`config.mk`:
```
export PLATFORM = sky130hd
export DESIGN_NAME = tape_player
export DESIGN_NICKNAME = d
export VERILOG_FILES = /design/src/rtl/tape_player.sv
export SDC_FILE = /design/constraint.sdc
export NUM_CORES = 1
export LEC_CHECK = 0
export CAP_MARGIN = 20
export CORE_MARGIN = 5
export CORE_UTILIZATION = 48
export CTS_CLUSTER_DIAMETER = 40
export DETAILED_ROUTE_END_ITERATION = 10
export PLACE_DENSITY = 0.78
export SETUP_SLACK_MARGIN = 0.02
export SYNTH_ARGS = -nofsm -noshare
export SYNTH_HDL_FRONTEND = slang
export SYNTH_SLANG_ARGS = --single-unit
```
`constraint.sdc`:
```
create_clock -name clk -period 4.2 [get_ports clk]
set_input_delay 1.05 -clock clk [delete_from_list [all_inputs] [get_ports clk]]
set_output_delay 1.05 -clock clk [all_outputs]
set_load 0.01 [all_outputs]
```
`src/rtl/tape_player.sv`:
```
// Cassette playback source: streams bytes from the download buffer and
// phase-encodes each bit (MSB first) onto tapein, prefetching one byte ahead.
module tape_player #(
    parameter int HALF_DIV = 7680
) (
    input  logic        clk,
    input  logic        reset,
    input  logic        play,
    input  logic        rewind,
    input  logic [19:0] tape_size,
    output logic [19:0] buff_addr,
    output logic        buff_read,
    input  logic        buff_ack,
    input  logic [7:0]  buff_din,
    output logic        tapein,
    output logic        active,
    output logic        done
);

    localparam int              CNT_W   = (HALF_DIV > 1) ? $clog2(HALF_DIV) : 1;
    localparam logic [CNT_W-1:0] CNT_MAX = CNT_W'(HALF_DIV - 1);

    typedef enum logic [1:0] {S_IDLE, S_WAIT, S_PLAY, S_END} state_t;

    state_t           state_q, state_d;
    logic [19:0]      len_q, len_d;
    logic [19:0]      addr_q, addr_d;
    logic             read_q, read_d;
    logic             pf_pend_q, pf_pend_d;
    logic [7:0]       hold_q, hold_d;
    logic             hold_valid_q, hold_valid_d;
    logic [7:0]       shift_q, shift_d;
    logic [2:0]       bit_idx_q, bit_idx_d;
    logic             half_q, half_d;
    logic [CNT_W-1:0] cnt_q, cnt_d;
    logic             tapein_q, tapein_d;
    logic             done_q, done_d;

    logic        fetch_done;
    logic [20:0] next_addr;
    logic        more_bytes;
    logic [7:0]  hold_byte;
    logic [2:0]  idx_m1;

    assign fetch_done = read_q & buff_ack;
    assign next_addr  = {1'b0, addr_q} + 21'd1;
    assign more_bytes = next_addr < {1'b0, len_q};
    // A prefetch landing exactly on the byte boundary is used directly.
    assign hold_byte  = hold_valid_q ? hold_q : buff_din;
    assign idx_m1     = bit_idx_q - 3'd1;

    always_comb begin
        // NOTE: every _d gets its _q as default so no path through the case infers a latch.
        state_d      = state_q;
        len_d        = len_q;
        addr_d       = addr_q;
        read_d       = read_q;
        pf_pend_d    = pf_pend_q;
        hold_d       = hold_q;
        hold_valid_d = hold_valid_q;
        shift_d      = shift_q;
        bit_idx_d    = bit_idx_q;
        half_d       = half_q;
        cnt_d        = cnt_q;
        tapein_d     = tapein_q;
        done_d       = done_q;

        if (fetch_done) begin
            read_d = 1'b0;
        end

        case (state_q)
            S_IDLE: begin
                if (play && tape_size != '0) begin
                    len_d   = tape_size;
                    addr_d  = '0;
                    read_d  = 1'b1;
                    state_d = S_WAIT;
                end
            end
            S_WAIT: begin
                if (fetch_done) begin
                    shift_d   = buff_din;
                    bit_idx_d = 3'd7;
                    half_d    = 1'b0;
                    cnt_d     = '0;
                    tapein_d  = ~buff_din[7];
                    pf_pend_d = 1'b1;
                    state_d   = S_PLAY;
                end
            end
            S_PLAY: begin
                // The prefetch request goes out one cycle after a byte is loaded,
                // so buff_read always drops between requests.
                if (pf_pend_q) begin
                    pf_pend_d = 1'b0;
                    if (more_bytes) begin
                        addr_d = next_addr[19:0];
                        read_d = 1'b1;
                    end
                end
                if (fetch_done) begin
                    hold_d       = buff_din;
                    hold_valid_d = 1'b1;
                end
                if (play) begin
                    if (cnt_q != CNT_MAX) begin
                        cnt_d = cnt_q + CNT_W'(1);
                    end else begin
                        cnt_d = '0;
                        if (!half_q) begin
                            half_d   = 1'b1;
                            tapein_d = shift_q[bit_idx_q];
                        end else if (bit_idx_q != 3'd0) begin
                            half_d    = 1'b0;
                            bit_idx_d = idx_m1;
                            tapein_d  = ~shift_q[idx_m1];
                        end else if (hold_valid_q || fetch_done) begin
                            shift_d      = hold_byte;
                            hold_valid_d = 1'b0;
                            bit_idx_d    = 3'd7;
                            half_d       = 1'b0;
                            tapein_d     = ~hold_byte[7];
                            pf_pend_d    = 1'b1;
                        end else if (read_q) begin
                            state_d = S_WAIT;
                        end else begin
                            tapein_d = 1'b0;
                            done_d   = 1'b1;
                            state_d  = S_END;
                        end
                    end
                end
            end
            S_END: begin
            end
            default: state_d = S_IDLE;
        endcase

        if (rewind) begin
            state_d      = S_IDLE;
            addr_d       = '0;
            read_d       = 1'b0;
            pf_pend_d    = 1'b0;
            hold_valid_d = 1'b0;
            tapein_d     = 1'b0;
            done_d       = 1'b0;
        end
    end

    // NOTE: non-blocking assignments only, so every flop samples pre-edge values.
    always_ff @(posedge clk) begin
        if (reset) begin
            state_q      <= S_IDLE;
            addr_q       <= '0;
            read_q       <= 1'b0;
            pf_pend_q    <= 1'b0;
            hold_valid_q <= 1'b0;
            bit_idx_q    <= 3'd7;
            half_q       <= 1'b0;
            cnt_q        <= '0;
            tapein_q     <= 1'b0;
            done_q       <= 1'b0;
        end else begin
            state_q      <= state_d;
            addr_q       <= addr_d;
            read_q       <= read_d;
            pf_pend_q    <= pf_pend_d;
            hold_valid_q <= hold_valid_d;
            bit_idx_q    <= bit_idx_d;
            half_q       <= half_d;
            cnt_q        <= cnt_d;
            tapein_q     <= tapein_d;
            done_q       <= done_d;
        end
    end

    // NOTE: pure data registers need no reset; their valid flags and the FSM guard every use.
    always_ff @(posedge clk) begin
        len_q   <= len_d;
        hold_q  <= hold_d;
        shift_q <= shift_d;
    end

    assign buff_addr = addr_q;
    assign buff_read = read_q;
    assign tapein    = tapein_q;
    assign done      = done_q;
    assign active    = play && (state_q == S_PLAY || state_q == S_WAIT);

endmodule

```
== Word-level counts from Yosys, hierarchy flattened ==
Index checks and enable logic that the tools add are counted.
Cells by class
  add/subtract/negate cells: 3
  magnitude comparators: 3
  equality and inequality tests: 15
  multiplexer cells: 69
  bitwise gates (word level): 8
  reductions and logical operators: 22
Operators with widths (count)
  2-to-1 mux 20 bit: 3
  2-to-1 mux 8 bit: 7
  case mux 20 bit (2 select lines): 1
  2-to-1 mux 13 bit: 3
  2-to-1 mux 1 bit: 31
  case mux 13 bit (2 select lines): 1
  adder 20 x 1 -> 21 bit (second input constant): 1
  < comparator 21 x 20 -> 1 bit: 1
  inequality test 2 bit (second input constant): 10
  nonzero test 20 bit: 1
  2-to-1 mux 3 bit: 6
  2-to-1 mux 2 bit: 8
  case mux 8 bit (2 select lines): 1
  AND reduction 7 bit: 2
  adder 13 x 1 -> 13 bit (second input constant): 1
  inequality test 13 bit (second input constant): 1
  < comparator 3 x 4 -> 1 bit (second input constant): 2
  case mux 1 bit (2 select lines): 4
  AND reduction 4 bit: 2
  AND reduction 8 bit: 1
  inverter 1 bit: 7
  binary-select mux 1 bit (select 3 bit): 2
  case mux 2 bit (3 select lines): 1
  case mux 3 bit (2 select lines): 1
  16 further kinds: 22
Word-level totals
  register bits: 80
  input port bits: 33
  output and inout bits: 24

== Depth between registers and ports, before layout ==
Gate-level depths: netlist (run 1).
  depth in word-level cells: 9
  depth in mapped cells: 15

== Worst setup path after synthesis (run 1) ==
No wires, ideal clock.
  kind: register -> register
  start point: reg addr_q[0], in the netlist buff_addr[0]
  end point: reg addr_q[15], in the netlist buff_addr[15]
  library setup time: 0.122 ns
  data arrival time: 3.085 ns
  required time: 4.078 ns
  slack: 0.993 ns
  stages on the path, launching flop included: 15
  path buffers: 2
  cells stage by stage: dfxtp_1 > ha_1 > nand3_1 > or4_1 > buf_2 > nor2_1 > xor2_1 > ha_1 > a21oi_1 > o21ai_0 > a41oi_1 > nand4_2 > buf_6 > and3_1 > a311o_1
Between the ends
  word-level cells in the longest chain between the ends: 4
  elaborated cells on any way between the ends: 7
  classes of those cells: 1 x add/sub; 1 x order compare; 1 x eq/ne; 3 x mux; 1 x reduce/logical
RTL lines
  from (decl): line 27  | logic [19:0] addr_q, addr_d;
  from (signal assigned): line 166  | addr_q <= addr_d;
  adder 20 x 1 -> 21 bit (*): line 46  | assign next_addr = {1'b0, addr_q} + 21'd1;
  < comparator 21 x 20 -> 1 bit / 2-to-1 mux 20 bit (equally long branches): line 47, 97
  inequality test 2 bit (no source line) / 2-to-1 mux 20 bit (equally long branches)
  AND reduction 4 bit (no source line) / case mux 20 bit (2 select lines) (equally long branches)
Mark *: on every way between the ends. The rest lies on a longest branch, timed or not. The select of a mux whose other input is x is not followed.
A chain may end at the register's enable or synchronous reset.

== Worst setup path in the final report (run 1) ==
  start point: reg addr_q[0], in the netlist buff_addr[0]
  end point: reg addr_q[13], in the netlist buff_addr[13]
Same word-level chain as after synthesis.

==> results.ini, run 1 <==
[sta]
fin_crit_sh_pct = 90.4
finalSetupTns_ns = 0
final_hold_viol_count = 0
grt_setup_unrepaired = no
finalWorstSetupSlack_ns = 0.405
finalSetupViolCount = 0
max_freq_ghz = 0.263
whs_ns = 0.501
maxSlewHeadroom_pct = 48.4
slew_viol_final = 0
finClkSkew_ns = 0.0121
worst_slew_pin_slew_ns = 0.774
period_minus_slack_ns = 3.80

[hold_path]
min_path_type = reg2reg

[grt]
antenna_found_initial = 0
grt_usage_pct = 18.6
grt_max_degree = 22
grt_pass1_vias = 3651
grt-ovfl-total = 0
grt_pass1_wl_mm = 17.1

[synth]
syn_area_um2 = 4470
yosysUniqueCellTypes = 56
yosys_most_used_dff = dfxtp_1
synth-seq-cells = 80
ys_seq_area_share_pct = 43.9
synth_nets = 522
yosysTopAreaCell = edfxtp_1
synth-edff-count = 36
yosys-top-cells-count = 44 x dfxtp_1, 41 x nand2_1, 36 x edfxtp_1
postSynthCellCount = 461
synthTopCellsByArea = edfxtp_1 24%, dfxtp_1 20%, ha_1 7.8%, nand3_1 3.8%, nand2_1 3.4%
synth_most_common_cell = dfxtp_1
yosys_warnings = 0
async_flop_share_pct = 0
syn_avg_cell_area_um2 = 9.69
synth_top_cell_area_share_pct = 24.2

[critical_path]
end_kind = flop
crit_fanout = 7
ff2ff_path_depth = 13
r2r_start = buff_addr[0]
critPathRequiredTime_ns = 4.49
cp-startpoint = buff_addr[0]
r2r_setup_slack_ns = 0.40
endpoint = buff_addr[13]
arrival_ns = 4.09
r2r_end = buff_addr[13]
startpoint_type = flop
crit_type = reg2reg

[place]
postPlaceCellArea_um2 = 5090
dp_slack_ns = 0.261
port_buffers = 56
finalWeightedCongestion = 0.934
hpwl_mm = 7.73

[routing]
drtIter0Drc = 146
drc = 0
first_pass_iters = 4
vias_per_cell = 5.82
wl_per_cell_um = 16.2
drtAntennaViolNets = 0
vias = 3650
routed_wl_mm = 10.2

[power_and_ir_drop]
switching_power_uw = 368
power_frac_clock_pct = 38.2
power_leakage_nw = 2.01
vdd_drop_max_mv = 0.289
comb_power_share_pct = 7.1
internal-power_mw = 1.16
power_density_nw_per_um2 = 289
switching_share_pct = 24.0
power_frac_seq_pct = 54.7

[floorplanning]
fp.coreArea_um2 = 9150
io_pins = 57
fp-row-count = 35
die_area_um2 = 11300
die_h_um = 106
initial_core_util_pct = 48.8
die_width_um = 106

[run_status]
status = finished clean

[layout]
postLayoutCellArea_um2 = 5300
num-nets-final = 572
finish.utilization_pct = 57.9
syn2layout_area_growth_pct = 18.7
drive_gt1_share_pct = 8.33
antenna_cells = 0
num-fill-cells = 792

[clock_tree]
h-tree-depth = 3
numCtsBuffers = 9
clock-sinks = 80
cts-root-buf = clkbuf_8
insertion_delay_ns = 0.36
cts_max_path_buffers = 2
cts_tree = done
clk_pin_slew_worst_paths_ns = 0.08
ctsHoldBuffers = 0

[flow_run]
maxCapViolations = 0

[worst max-delay path, cell delays in order (launching register included)]
cell	delay, ns
dfxtp_1	0.45
ha_1	0.26
nand3_1	0.18
or4_1	0.56
nor2_1	0.15
xor2_1	0.21
ha_1	0.28
a21oi_1	0.12
o21ai_0	0.08
a41oi_1	0.25
nand4_2	0.14
nor3_1	0.59
clkbuf_2	0.30
a22o_1	0.16
[cell type report]
type | count | area (um2) | area share [%]
multi-input cells | 331 | 2290 | 43.3
flip-flops and latches | 80 | 1960 | 37.0
repair buffers | 62 | 603 | 11.4
well taps | 111 | 139 | 2.62
clock buffers | 9 | 124 | 2.34
inverters | 27 | 101 | 1.91
clock inverters | 7 | 78.8 | 1.49
[per-layer routing]
metal | wire length [um] | vias up | part of all wire (%) | global-route usage (%)
li1 | - | 1789 | - | -
met3 | 418 | 17 | 4.1 | 3.76
met5 | 0 | - | 0 | 0
met1 | 4310 | 1744 | 42 | 22.7
met2 | 5210 | 100 | 51 | 33.2
met4 | 223 | 0 | 2.2 | 5.57
[logic make-up (layout without fill, tap and decap cells)]
| family | Yosys count | count (layout) | synth area share, % |
|---|---|---|---|
| buf+inv | 50 | 105 | 4.74 |
| xor+xnor | 26 | 26 | 5.10 |
| simple gates | 169 | 169 | 19.2 |
| fa+ha+maj | 28 | 28 | 7.85 |
| compound gates | 91 | 91 | 13.9 |
| flops | 80 | 80 | 43.9 |
| mux | 17 | 17 | 5.21 |
[cell usage in the layout (no fill, tap or decap), types with 5 or more instances in the layout]
cell,netlist,layout
mux2_2,10,10
buf_4,3,5
nand4_1,9,9
and3_1,5,5
clkdlybuf4s50_1,0,56
nand3_1,34,34
dfxtp_1,44,44
a21o_1,6,6
xor2_1,11,11
or3_1,6,6
a22o_1,11,10
nor2_1,34,34
o21ai_0,12,12
nor4_1,9,9
a21oi_1,23,23
ha_1,28,28
a211o_1,5,5
nand2_1,41,41
clkbuf_8,0,9
edfxtp_1,36,36
o21ai_1,6,6
nor3_1,6,6
inv_1,27,27
xnor2_1,15,15
and4_1,5,5
[power by group through the flow]
stage | clock network, mW | logic, mW | registers, mW
final | 0.585 | 0.108 | 0.838
after global routing | 0.636 | 0.119 | 0.840
after CTS | 0.597 | 0.108 | 0.838
after global placement | 0 | 0.105 | 0.855
after floorplan | 0 | 0.0541 | 0.854
after detailed placement | 0 | 0.108 | 0.856
[sequential cells by signal, summed over array words and instances (netlist names), 2 cells and up]
name / cells
hold_q: 8
bit_idx_q: 3
len_q: 20
state_q: 2
shift_q: 8
buff_addr: 20
cnt_q: 13
[stage by stage]
stage | power [mW] | instances
global placement | 0.960 | 610
global route | 1.60 | 627
CTS | 1.54 | 626
finish | 1.53 | 627
detailed placement | 0.964 | 610
floorplan | 0.908 | 461
[worst min-delay path by stage]
stage	start	slack, ns	end	cells after the start
after floorplan	cnt_q[6]	0.46	cnt_q[6]	2
after global routing	cnt_q[6]	0.53	cnt_q[6]	2
final	cnt_q[6]	0.50	cnt_q[6]	2
after CTS	cnt_q[6]	0.50	cnt_q[6]	2
after detailed placement	done	0.48	done	2
after global placement	cnt_q[6]	0.47	cnt_q[6]	2
[timing repair]
action / in CTS / in global routing
setup endpoints to repair: 0 / 11
setup buffers: 0 / 0
resized for setup: 0 / 1
Power figures use the tool's default switching activity.
==> run 2: changes to the inputs <==
==> constraint.sdc (replaced) <==
create_clock -name clk -period 4.3 [get_ports clk]
set_input_delay 1.075 -clock clk [delete_from_list [all_inputs] [get_ports clk]]
set_output_delay 1.075 -clock clk [all_outputs]
set_load 0.01 [all_outputs]
==> run 2 against run 1 <==
  * Routed wire length up 1.5%
  * Largest cell class unchanged
  * Sequential cell count unchanged
  * Via count grew 1.2%
  * Critical path depth unchanged
  * Global-route usage is 0.067 points lower
  * First-iteration DRC count is 8.2% higher
  * Worst hold slack gained 0.0025 ns
  * Die area is the same
  * Core utilization up 0.22 points
  * Sequential share of layout area down 0.14 points
  * Highest routed layer unchanged
  * Final area up 0.38%
  * Register-to-register slack better by 0.09 ns
==> results.ini, run 2 (synthesis results as in run 1) <==
[layout]
antenna_cells = 0
syn2layout_area_growth_pct = 19.2
finish.utilization_pct = 58.1
num-nets-final = 575
most-common-layout-cells = 56 x clkdlybuf4s50_1, 44 x dfxtp_1, 41 x nand2_1
postLayoutCellArea_um2 = 5320
fin_cells = 630
final_common_cell = clkdlybuf4s50_1
num-fill-cells = 777
drive_gt1_share_pct = 8.86

[clock_tree]
clock-sinks = 80
h-tree-depth = 3
insertion_delay_ns = 0.37
cts_tree = done
postCtsSetupRepairBufs = 0
numCtsBuffers = 9
ctsHoldBuffers = 0
cts_resized = 0
cts-root-buf = clkbuf_8
clk_pin_slew_worst_paths_ns = 0.09
cts_max_path_buffers = 2

[critical_path]
critPathRequiredTime_ns = 4.61
startpoint_type = flop
crit_type = reg2reg
arrival_ns = 4.12
end_kind = flop
crit_fanout = 20

[floorplanning]
fp.coreArea_um2 = 9150
die_width_um = 106
initial_core_util_pct = 48.8
die_area_um2 = 11300
io_pins = 57
fp-row-count = 35
die_h_um = 106

[power_and_ir_drop]
power_leakage_nw = 2.03
vdd_drop_max_mv = 0.213
power_density_nw_per_um2 = 283
power_mw = 1.51

[sta]
final_hold_viol_count = 0
slew_viol_final = 0
fin_crit_sh_pct = 88.5
finClkSkew_ns = 0.0127
worst_slew_pin_slew_ns = 0.800
period_minus_slack_ns = 3.81
finalSetupViolCount = 0
max_freq_ghz = 0.263
grt_setup_unrepaired = no
maxSlewHeadroom_pct = 46.7
finalSetupTns_ns = 0

[place]
postPlaceCellArea_um2 = 5120
place_inst = 614
hpwl_mm = 7.80
finalWeightedCongestion = 0.921
port_buffers = 56

[grt]
grt_usage_pct = 18.6
grt_pass1_vias = 3558
antenna_found_initial = 0
grt_pass1_wl_mm = 16.8
grt-ovfl-total = 0
grt_max_degree = 22

[flow_run]
maxCapViolations = 0

[routing]
drtAntennaViolNets = 0
routed_wl_mm = 10.3
vias_per_cell = 5.87
first_pass_iters = 4
vias = 3695
drc = 0
drtIter0Drc = 158
wl_per_cell_um = 16.4

[hold_path]
min_path_type = reg2reg

[run_status]
status = finished clean

## run 2: changes by cell type in the layout (fill, tap and decap cells not counted), sizes merged
cell,change
buf,+4
clkbuf,-1
clkinv,-2
inv,+2
## run 2: worst max-delay path, stage by stage, from the launching register on
cell and delay, ns:
dfxtp_1 0.46, ha_1 0.26, nand3_1 0.16, or4_1 0.54, nor2_1 0.15, xor2_1 0.10, ha_1 0.31, nand4_1 0.12
nor4_1 0.35, o311ai_0 0.24, nand4_2 0.15, buf_4 0.25, a22o_1 0.44, mux2_2 0.23
## run 2: path summary, 6_finish.rpt
check                           cells past startpoint  slack [ns]      endpoint          from
worst max register to register                     13        0.49  buff_addr[0]  buff_addr[0]
worst max-delay path                               13        0.49  buff_addr[0]  buff_addr[0]
worst min register to register                      2        0.50      cnt_q[6]      cnt_q[6]
worst min-delay path                                2        0.50      cnt_q[6]      cnt_q[6]
## run 2: area by class of cell
cell class / count / area, um2 / share of cell area (%)
inverter: 27 / 101 / 1.90
clock inverter: 7 / 77.6 / 1.46
tap: 111 / 139 / 2.61
multi-input combinational: 331 / 2290 / 43.1
sequential: 80 / 1960 / 36.9
timing repair buffer: 65 / 626 / 11.8
clock buffer: 9 / 124 / 2.33
## run 2: power by group
| group | total (mW) | internal (mW) | switching (mW) |
|---|---|---|---|
| Combinational | 0.107 | 0.0512 | 0.0560 |
| Sequential | 0.818 | 0.811 | 0.00693 |
| Clock | 0.580 | 0.275 | 0.305 |
| Total | 1.51 | 1.14 | 0.368 |
## run 2: stage by stage
step	setup WS, ns	hold slack (ns)
final	0.494	0.503
after global routing	0.171	0.524
after CTS	0.502	0.508
after detailed placement	0.549	0.482
after global placement	0.452	0.479
after floorplan	1.09	0.459
## run 2: metal layers
| metal | GRT usage (%) | vias to the layer above | part of all wire [%] |
|---|---|---|---|
| li1 | - | 1791 | - |
| met1 | 22.7 | 1763 | 42 |
| met2 | 31.8 | 121 | 50 |
| met3 | 3.70 | 20 | 5.3 |
| met4 | 7.85 | 0 | 2.4 |
| met5 | 0 | - | 0 |
==> run 3: changes to the inputs <==
--- a/config.mk
+++ b/config.mk
@@ -12,6 +12,7 @@
 export DETAILED_ROUTE_END_ITERATION = 10
 export PLACE_DENSITY = 0.78
 export SETUP_SLACK_MARGIN = 0.02
+export SLEW_MARGIN = 20
 export SYNTH_ARGS = -nofsm -noshare
 export SYNTH_HDL_FRONTEND = slang
 export SYNTH_SLANG_ARGS = --single-unit
==> results of run 3 <==
Same layout as run 2: the final DEF is identical, and so are final timing and power.
